--- src/rtl/mem_port_arbiter_if.sv ---
// -----------------------------------------------------------------------------
// mem_port_arbiter_if
//   Bundles the pipeline-facing request/response signals of both requesters
//   (I-side fetch, D-side MEM stage) and the backing-memory port of the
//   single-ported memory arbiter.
//
//   I-side  : if_req, if_addr, if_abort  -> arbiter ; if_ready, if_rdata <-
//   D-side  : mem_req, mem_we, mem_wmask, mem_addr, mem_wdata -> arbiter ;
//             mem_ready, mem_rdata <-
//   Backing : bmem_addr, bmem_we, bmem_wdata <- arbiter ; bmem_rdata ->
//
//   Modports:
//     slave  - the arbiter's view (consumes requests, drives the memory port)
//     master - the surrounding system's view (pipeline plus backing memory)
// -----------------------------------------------------------------------------
interface mem_port_arbiter_if #(
  parameter int ADDR_W = 16,
  parameter int DATA_W = 16
);
  // I-side (fetch, read only)
  logic              if_req;
  logic [ADDR_W-1:0] if_addr;
  logic              if_abort;
  logic              if_ready;
  logic [DATA_W-1:0] if_rdata;

  // D-side (MEM stage, reads and byte/word writes)
  logic              mem_req;
  logic              mem_we;
  logic [1:0]        mem_wmask;
  logic [ADDR_W-1:0] mem_addr;
  logic [DATA_W-1:0] mem_wdata;
  logic              mem_ready;
  logic [DATA_W-1:0] mem_rdata;

  // Backing memory port (synchronous read, one-cycle latency)
  logic [ADDR_W-1:0] bmem_addr;
  logic [1:0]        bmem_we;
  logic [DATA_W-1:0] bmem_wdata;
  logic [DATA_W-1:0] bmem_rdata;

  modport slave (
    input  if_req, if_addr, if_abort,
    output if_ready, if_rdata,
    input  mem_req, mem_we, mem_wmask, mem_addr, mem_wdata,
    output mem_ready, mem_rdata,
    output bmem_addr, bmem_we, bmem_wdata,
    input  bmem_rdata
  );

  modport master (
    output if_req, if_addr, if_abort,
    input  if_ready, if_rdata,
    output mem_req, mem_we, mem_wmask, mem_addr, mem_wdata,
    input  mem_ready, mem_rdata,
    input  bmem_addr, bmem_we, bmem_wdata,
    output bmem_rdata
  );
endinterface

--- src/rtl/mem_port_arbiter.sv ---
// -----------------------------------------------------------------------------
// mem_port_arbiter
//   Shares one single-ported backing memory between the fetch stage (I-side,
//   reads only) and the MEM stage (D-side, reads and byte-lane writes). Each
//   granted access occupies the memory for a fixed MEM_LATENCY cycles and ends
//   with a one-cycle ready pulse to the requester that owns it.
//
//   Ports:
//     clk    - system clock
//     reset  - synchronous, active-high reset; aborts any access in flight
//     bus    - mem_port_arbiter_if.slave (requests, responses, memory port)
//
//   Timing, with G the IDLE cycle in which the grant is made:
//     G+1 .. G+L-1 : bmem_addr holds the latched address
//     G+L-1        : write strobe (writes) / read data captured (reads)
//     G+L          : ready pulse, rdata valid
//     G+L+1        : back in IDLE, may grant again
//   MEM_LATENCY must lie in 2..15 (the counter is 4 bits wide).
// -----------------------------------------------------------------------------
module mem_port_arbiter #(
  parameter int MEM_LATENCY = 5,
  parameter int ADDR_W      = 16,
  parameter int DATA_W      = 16
) (
  input  logic                clk,
  input  logic                reset,
  mem_port_arbiter_if.slave   bus
);

  typedef enum logic [1:0] {
    S_IDLE     = 2'd0,
    S_ACCESS_I = 2'd1,
    S_ACCESS_D = 2'd2
  } state_e;

  // Counter value seen in the cycle G+k is k; it is 0 while idle.
  localparam logic [3:0] LAST_CNT = 4'(MEM_LATENCY);
  localparam logic [3:0] CAP_CNT  = 4'(MEM_LATENCY - 1);

  state_e            state_q,     state_d;
  logic [3:0]        cnt_q,       cnt_d;
  logic [ADDR_W-1:0] addr_q,      addr_d;
  logic              we_q,        we_d;
  logic [1:0]        wmask_q,     wmask_d;
  logic [DATA_W-1:0] wdata_q,     wdata_d;
  logic              abort_q,     abort_d;
  logic [DATA_W-1:0] rbuf_q,      rbuf_d;
  logic [DATA_W-1:0] if_rdata_q,  if_rdata_d;
  logic [DATA_W-1:0] mem_rdata_q, mem_rdata_d;

  logic capture_cyc;
  logic last_cyc;
  logic if_ready_w;
  logic mem_ready_w;

  assign capture_cyc = (cnt_q == CAP_CNT);
  assign last_cyc    = (cnt_q == LAST_CNT);

  // Ready pulses and the strobe are gated by reset so an access cut short by
  // reset shows neither, even in the cycle reset is first seen. A redirect
  // arriving in the ready cycle itself still suppresses the I-side pulse.
  assign if_ready_w  = ~reset & (state_q == S_ACCESS_I) & last_cyc &
                       ~abort_q & ~bus.if_abort;
  assign mem_ready_w = ~reset & (state_q == S_ACCESS_D) & last_cyc;

  // ---------------------------------------------------------------------------
  // Next-state logic
  // ---------------------------------------------------------------------------
  always_comb begin
    // NOTE: every signal gets its hold value first, so no path through the
    // case statement can leave one unassigned and infer a latch.
    state_d     = state_q;
    cnt_d       = cnt_q;
    addr_d      = addr_q;
    we_d        = we_q;
    wmask_d     = wmask_q;
    wdata_d     = wdata_q;
    abort_d     = abort_q;
    rbuf_d      = rbuf_q;
    if_rdata_d  = if_rdata_q;
    mem_rdata_d = mem_rdata_q;

    unique case (state_q)
      S_IDLE: begin
        // D-side wins: the MEM-stage instruction is older than the fetch.
        if (bus.mem_req) begin
          state_d = S_ACCESS_D;
          cnt_d   = 4'd1;
          addr_d  = bus.mem_addr;
          we_d    = bus.mem_we;
          wmask_d = bus.mem_wmask;
          wdata_d = bus.mem_wdata;
          abort_d = 1'b0;
        end else if (bus.if_req) begin
          state_d = S_ACCESS_I;
          cnt_d   = 4'd1;
          addr_d  = bus.if_addr;
          we_d    = 1'b0;
          wmask_d = 2'b00;
          wdata_d = '0;
          abort_d = bus.if_abort;   // redirect in the grant cycle counts too
        end
      end

      S_ACCESS_I: begin
        if (bus.if_abort) abort_d = 1'b1;
        if (capture_cyc)  rbuf_d  = bus.bmem_rdata;
        if (last_cyc) begin
          state_d = S_IDLE;
          cnt_d   = 4'd0;
          abort_d = 1'b0;
          // if_rdata only moves on a delivered fetch; aborted ones leave it.
          if (if_ready_w) if_rdata_d = rbuf_q;
        end else begin
          cnt_d = cnt_q + 4'd1;
        end
      end

      S_ACCESS_D: begin
        if (capture_cyc && !we_q) rbuf_d = bus.bmem_rdata;
        if (last_cyc) begin
          state_d = S_IDLE;
          cnt_d   = 4'd0;
          if (!we_q) mem_rdata_d = rbuf_q;
        end else begin
          cnt_d = cnt_q + 4'd1;
        end
      end

      default: state_d = S_IDLE;
    endcase
  end

  // ---------------------------------------------------------------------------
  // State registers
  // ---------------------------------------------------------------------------
  always_ff @(posedge clk) begin
    // NOTE: non-blocking assignments only, so every register samples the
    // pre-edge values regardless of statement order.
    if (reset) begin
      state_q     <= S_IDLE;
      cnt_q       <= 4'd0;
      addr_q      <= '0;
      we_q        <= 1'b0;
      wmask_q     <= 2'b00;
      wdata_q     <= '0;
      abort_q     <= 1'b0;
      rbuf_q      <= '0;
      if_rdata_q  <= '0;
      mem_rdata_q <= '0;
    end else begin
      state_q     <= state_d;
      cnt_q       <= cnt_d;
      addr_q      <= addr_d;
      we_q        <= we_d;
      wmask_q     <= wmask_d;
      wdata_q     <= wdata_d;
      abort_q     <= abort_d;
      rbuf_q      <= rbuf_d;
      if_rdata_q  <= if_rdata_d;
      mem_rdata_q <= mem_rdata_d;
    end
  end

  // ---------------------------------------------------------------------------
  // Outputs
  // ---------------------------------------------------------------------------
  // rdata is forwarded from the capture buffer during the ready cycle and held
  // in a per-side register afterwards, so it is valid in the pulse cycle.
  assign bus.if_ready   = if_ready_w;
  assign bus.if_rdata   = if_ready_w ? rbuf_q : if_rdata_q;
  assign bus.mem_ready  = mem_ready_w;
  assign bus.mem_rdata  = (mem_ready_w && !we_q) ? rbuf_q : mem_rdata_q;

  assign bus.bmem_addr  = addr_q;
  assign bus.bmem_wdata = wdata_q;
  assign bus.bmem_we    = (~reset && state_q == S_ACCESS_D && we_q && capture_cyc)
                          ? wmask_q : 2'b00;

endmodule
--- src/flat_wrapper.sv ---
// flat-port wrapper written by rule: the top's interface ports become plain ports
module mem_port_arbiter_flat 
#(
  parameter int MEM_LATENCY = 5,
  parameter int ADDR_W      = 16,
  parameter int DATA_W      = 16
)
  (clk, reset, bus_if_req, bus_if_addr, bus_if_abort, bus_if_ready, bus_if_rdata, bus_mem_req, bus_mem_we, bus_mem_wmask, bus_mem_addr, bus_mem_wdata, bus_mem_ready, bus_mem_rdata, bus_bmem_addr, bus_bmem_we, bus_bmem_wdata, bus_bmem_rdata);
  mem_port_arbiter_if #(.ADDR_W(ADDR_W), .DATA_W(DATA_W)) bus_i ();
  input  logic clk;
  input  logic reset;
  input wire logic [$bits(bus_i.if_req)-1:0] bus_if_req;
  input wire logic [$bits(bus_i.if_addr)-1:0] bus_if_addr;
  input wire logic [$bits(bus_i.if_abort)-1:0] bus_if_abort;
  output wire logic [$bits(bus_i.if_ready)-1:0] bus_if_ready;
  output wire logic [$bits(bus_i.if_rdata)-1:0] bus_if_rdata;
  input wire logic [$bits(bus_i.mem_req)-1:0] bus_mem_req;
  input wire logic [$bits(bus_i.mem_we)-1:0] bus_mem_we;
  input wire logic [$bits(bus_i.mem_wmask)-1:0] bus_mem_wmask;
  input wire logic [$bits(bus_i.mem_addr)-1:0] bus_mem_addr;
  input wire logic [$bits(bus_i.mem_wdata)-1:0] bus_mem_wdata;
  output wire logic [$bits(bus_i.mem_ready)-1:0] bus_mem_ready;
  output wire logic [$bits(bus_i.mem_rdata)-1:0] bus_mem_rdata;
  output wire logic [$bits(bus_i.bmem_addr)-1:0] bus_bmem_addr;
  output wire logic [$bits(bus_i.bmem_we)-1:0] bus_bmem_we;
  output wire logic [$bits(bus_i.bmem_wdata)-1:0] bus_bmem_wdata;
  input wire logic [$bits(bus_i.bmem_rdata)-1:0] bus_bmem_rdata;
  assign bus_i.if_req = bus_if_req;
  assign bus_i.if_addr = bus_if_addr;
  assign bus_i.if_abort = bus_if_abort;
  assign bus_if_ready = bus_i.if_ready;
  assign bus_if_rdata = bus_i.if_rdata;
  assign bus_i.mem_req = bus_mem_req;
  assign bus_i.mem_we = bus_mem_we;
  assign bus_i.mem_wmask = bus_mem_wmask;
  assign bus_i.mem_addr = bus_mem_addr;
  assign bus_i.mem_wdata = bus_mem_wdata;
  assign bus_mem_ready = bus_i.mem_ready;
  assign bus_mem_rdata = bus_i.mem_rdata;
  assign bus_bmem_addr = bus_i.bmem_addr;
  assign bus_bmem_we = bus_i.bmem_we;
  assign bus_bmem_wdata = bus_i.bmem_wdata;
  assign bus_i.bmem_rdata = bus_bmem_rdata;
  mem_port_arbiter #(.MEM_LATENCY(MEM_LATENCY), .ADDR_W(ADDR_W), .DATA_W(DATA_W)) u_core (.clk(clk), .reset(reset), .bus(bus_i));
endmodule
--- config.mk ---
export PLATFORM = sky130hd
export DESIGN_NAME = mem_port_arbiter_flat
export DESIGN_NICKNAME = d
export VERILOG_FILES = /design/src/rtl/mem_port_arbiter_if.sv /design/src/rtl/mem_port_arbiter.sv /design/src/flat_wrapper.sv
export SDC_FILE = /design/constraint.sdc
export NUM_CORES = 1
export LEC_CHECK = 0
export ABC_AREA = 1
export CAP_MARGIN = 25
export CORE_ASPECT_RATIO = 1.5
export CORE_MARGIN = 3
export CORE_UTILIZATION = 45
export DETAILED_ROUTE_END_ITERATION = 10
export GPL_TIMING_DRIVEN = 1
export PLACE_DENSITY = 0.79
export SKIP_CTS_REPAIR_TIMING = 1
export SLEW_MARGIN = 10
export SYNTH_ARGS = -nofsm -noshare
export SYNTH_HDL_FRONTEND = slang
export SYNTH_SLANG_ARGS = --single-unit
--- constraint.sdc ---
create_clock -name clk -period 4.19 [get_ports clk]
set_clock_uncertainty 0.05 [all_clocks]
set_input_delay 1.257 -clock clk [delete_from_list [all_inputs] [get_ports clk]]
set_output_delay 1.257 -clock clk [all_outputs]
set_load 0.05 [all_outputs]
# Yosys cells after proc, flatten, opt, wreduce, memory -nomap -nowiden
# Cells that the tools add are included.
[classes]
bitwise_logic = 10
reduce_logical = 19
magnitude_cmp = 0
div = 0
multipliers = 0
n_mux = 27
addsub = 1
eq_ne = 9
shift = 0
[ops]
columns = ["op", "n"]
rows = [
  ["16-bit two-way mux", 8],
  ["16-bit case mux with 2 select lines", 1],
  ["2-bit two-way mux", 6],
  ["4-bit two-way mux", 3],
  ["3-bit AND reduction", 3],
  ["4-bit by 3-bit equality test with 1-bit output (second input constant)", 2],
  ["4-bit case mux with 2 select lines", 1],
  ["2-bit AND reduction", 4],
  ["2-bit nonzero test", 4],
  ["1-bit bitwise AND", 6],
  ["1-bit two-way mux", 6],
  ["1-bit logical AND", 5],
  ["4-bit by 1-bit adder with 4-bit output (second input constant)", 1],
  ["2-bit by 1-bit inequality test with 1-bit output (second input constant)", 2],
  ["1-bit NOT", 4],
  ["2-bit case mux with 2 select lines", 1],
  ["3-bit by 2-bit inequality test with 1-bit output (second input constant)", 1],
  ["3-bit inequality test (second input constant)", 1],
  ["2-bit by 1-bit equality test with 1-bit output (second input constant)", 1],
  ["2-bit equality test (second input constant)", 1],
  ["2-bit logical NOT", 1],
  ["2-bit inequality test (second input constant)", 1],
  ["1-bit case mux with 2 select lines", 1],
  ["2-bit OR reduction", 1],
  ["1-bit logical NOT", 1],
]
[totals]
reg_bits = 90
output_inout_bits = 68
ramBits = 0
in_bits = 72
latchBits = 0
word_cells = 76
memories = 0
romBits = 0

# Longest topological paths before layout
[logic_depth]
word_depth = 6
depth_mapped = 8

# Worst setup path before layout
# Ideal clock, no wire load.
[synth_timing]
path_type = "in2out"
start = "in reset"
end = "out bus_mem_ready"
required_ps = 2883
cell_stages = 5
path_slack_ps = 394
arrival_time_ps = 2489
path_cell_list = "buf_2 > inv_2 > clkbuf_1 > nand2_1 > nor2_1"
[synth_between]
elab_chain_cells = 3
[synth_lines]
columns = ["item", "line", "source"]
rows = [
  ["start, declared", "flat_wrapper.sv:11", "input logic reset;"],
  ["1-bit NOT", "mem_port_arbiter.sv:64", "assign mem_ready_w = ~reset & (state_q == S_ACCESS_D) & last_cyc;"],
  ["1-bit bitwise AND (2 in series)", "mem_port_arbiter.sv:64", ""],
  ["end, declared", "flat_wrapper.sv:22", "output wire logic [$bits(bus_i.mem_ready)-1:0] bus_mem_ready;"],
]
# Every way passes these cells.

# Worst setup path after layout
[layout_timing]
start = "in bus_if_abort"
end = "out bus_if_rdata[11]"
[layout_between]
elab_chain_cells = 3
[layout_lines]
columns = ["item", "line", "source"]
rows = [
  ["start, declared", "flat_wrapper.sv:14", "input wire logic [$bits(bus_i.if_abort)-1:0] bus_if_abort;"],
  ["1-bit NOT", "mem_port_arbiter.sv:63", "~abort_q & ~bus.if_abort;"],
  ["1-bit bitwise AND", "mem_port_arbiter.sv:63", ""],
  ["16-bit two-way mux", "-", ""],
  ["end, declared", "flat_wrapper.sv:16", "output wire logic [$bits(bus_i.if_rdata)-1:0] bus_if_rdata;"],
]
# Every way passes these cells.

==> results.toml <==
[grt]
use_met1_pct = 24.72
use_met2_pct = 40.20
gr-max-usage-layer = "met2"
grt_pass1_wl_mm = 19.07
grt-ovfl-total = 0
grtUsageMet3_pct = 4.103
grt_pass1_vias = 4281
grt_use_total_pct = 22.35
antenna_found_initial = 0
grt_start_max_net_pins = 37

[power]
cellPowerDensity_nw_per_um2 = 453.7
leakagePower_nw = 2.870
ir_worst_vdd_v = 0.0004244

[synth]
syn_area_sq_um = 4187
synthAdderAreaFrac_pct = 1.793
synth-xor-area-share_pct = 0
synthMuxAreaShare_pct = 0
yosysUniqueCellTypes = 26
ys_seq_area_share_pct = 43.04
synth_top_family_by_area = "simple AND/OR/NAND/NOR gates"
synth_warnings = 0
synthFlopType = "dfxtp_1"
syn_inst = 621
synth_nets = 699
synth_compound_area_share_pct = 10.07
avgSynthCellArea_sq_um = 6.742
ys_seq_elements = 90
async_flop_share_pct = 0
synth_edf_count = 0
synth-simple-area-share_pct = 34.61

[timing]
period_share_pct = 96.78
rsz0062_at_grt = "no"
timing.fmax_ghz = 0.2466
finalSetupViolCount = 0
worstMarginPinSlew_ns = 0.7279
drv_slew = 0
timing.setup.tns_ns = 0
slew_headroom_pct = 51.47
fin_crit_ns = 4.055
hold_viol = 0
holdWs_ns = 0.4132

[placed_design]
dp.cells = 847
dp_hpwl_mm = 8.887
place_area_sq_um = 5969
globalplace.congestion = 0.8951
port_buffers = 139

[drt]
num_vias = 4312
drcViolationCount = 0
drtIter0Drc = 221
route.detailed.wl_per_inst_um = 13.31
drt_pass1_iterations = 4
antenna_left = 0
routed_via_density = 4.997
routed_wl_mm = 11.49

[floorplanning]
die-width_um = 84.76
die_area_sq_um = 10520
die_h_um = 124.1
coreArea_sq_um = 8934
rows = 42
floorplan.initialDensity_pct = 46.86
ios = 140

[cells_and_area]
finalNetCount = 827
final_common_cell = "nand2_1"
multi_input_area_sq_um = 1949
diodes = 0
drive_gt1_share_pct = 9.562
seq_area_sq_um = 1802
fin_area_sq_um = 6269
final_cell_mix = "194 x nand2_1, 103 x clkdlybuf4s50_1, 90 x dfxtp_1"
fin_cells = 863
fill_cells = 757
synthToLayoutAreaGrowth_pct = 49.73

[cts]
ctsLongestPathBuffers = 2
ctsHtreeMaxLevel = 3
cts_tree = "yes"
path_clk_slew_ns = 0.06
clock_latency_ns = 0.33
cts_sinks = 90
cts_buffers = 9
cts-root-buf = "clkbuf_16"

[worst_setup_path]
start_kind = "input pin"
critPathKind = "in -> out"
cp_cell_sequence = "clkdlybuf4s50_1 -> nor2_1 -> nand2_2 -> buf_4 -> o21bai_1 -> nand2_1 -> inv_1 -> buf_12"
slowest_stage = "clkdlybuf4s50_1"
required_ns = 2.88
cpLargestDelayFamily = "buffers and inverters"
crit_fanout = 16
cp_slowest_stage_delay_ns = 0.48
critPathCaptureType = "output port"
worst-path-buf-inv = 4
critPathArrivalTime_ns = 2.75

[run_status]
status = "finished, final reports clean"

[job]
maxCapViolations = 0

[hold_path]
hp-class = "reg -> reg"
[worst paths after layout]
check	from	end	slack [ns]	cells after the start
setup reg to reg	u_core.state_q[0]	u_core.bus.bmem_addr[8]	2.30	6
hold reg to reg	u_core.bus.bmem_wdata[10]	u_core.bus.bmem_wdata[10]	0.41	2
hold / removal	u_core.bus.bmem_wdata[10]	u_core.bus.bmem_wdata[10]	0.41	2
setup / recovery	bus_if_abort	bus_if_rdata[11]	0.14	8
[registers in the layout, indices dropped and copies added (netlist names), 2 cells and up]
signal / count
u_core.bus.bmem_wdata: 16
u_core.mem_rdata_q: 16
u_core.wmask_q: 2
u_core.rbuf_q: 16
u_core.if_rdata_q: 16
u_core.state_q: 2
u_core.cnt_q: 4
u_core.bus.bmem_addr: 16
[worst reg2reg max path, stage by stage, from the launching register on]
cell and delay, ns:
dfxtp_1 0.33, inv_1 0.08, ha_1 0.27, o21ai_2 0.31, inv_1 0.45, nor2_1 0.21, nor2_1 0.07
[cells in the mapped netlist (all sizes together) (4+ instances only)]
library cell / n / area [sq um]
nand2: 196 / 740.7
dfxtp: 90 / 1802
nor2: 77 / 312.8
nand3: 69 / 357.8
inv: 68 / 255.2
a21oi: 38 / 190.2
buf: 28 / 157.6
o21ai: 20 / 103.9
o21bai: 16 / 120.1
clkbuf: 6 / 22.52
ha: 6 / 75.07
nand4: 4 / 31.28
[cell families (layout without fill, tap and decap cells)]
family,count (synthesis),count (layout)
compound gates,75,75
fa+ha+maj,6,6
simple gates,347,347
buf+inv,103,235
flops,90,90
[layout make-up]
| cell class | count | area share, % |
|---|---|---|
| clock buffers | 11 | 3.713 |
| clock inverters | 4 | 0.8184 |
| inverters | 69 | 4.132 |
| multi-input cells | 428 | 31.10 |
| flip-flops and latches | 90 | 28.74 |
| well taps | 110 | 2.196 |
| repair buffers | 151 | 29.30 |
[stage by stage]
stage | setup slack (ns) | power [mW] | util, %
6_report | 0.1351 | 2.844 | 70.17
2_1_floorplan | 0.3941 | 1.759 | -
5_1_grt | 0.03472 | 3.007 | 70.17
3_3_place_gp | 0.1687 | 2.038 | 66.82
3_5_place_dp | 0.1363 | 2.069 | 66.82
4_1_cts | 0.1109 | 2.841 | 70.00
[per-layer routing]
metal  wire length (um)  part of all wire (%)  up-vias
li1                   -                     -     2189
met1               4532                    39     1949
met2               5956                    52      146
met3                645                   5.6       28
met4                352                   3.1        0
met5                  0                     0        -
[where the power goes]
part | leakage (nW) | internal (mW) | switching (mW)
clock | 0.136 | 0.460 | 0.312
combinational | 2.00 | 0.347 | 0.706
sequential | 0.733 | 0.959 | 0.0604
Power figures use the tool's default switching activity.
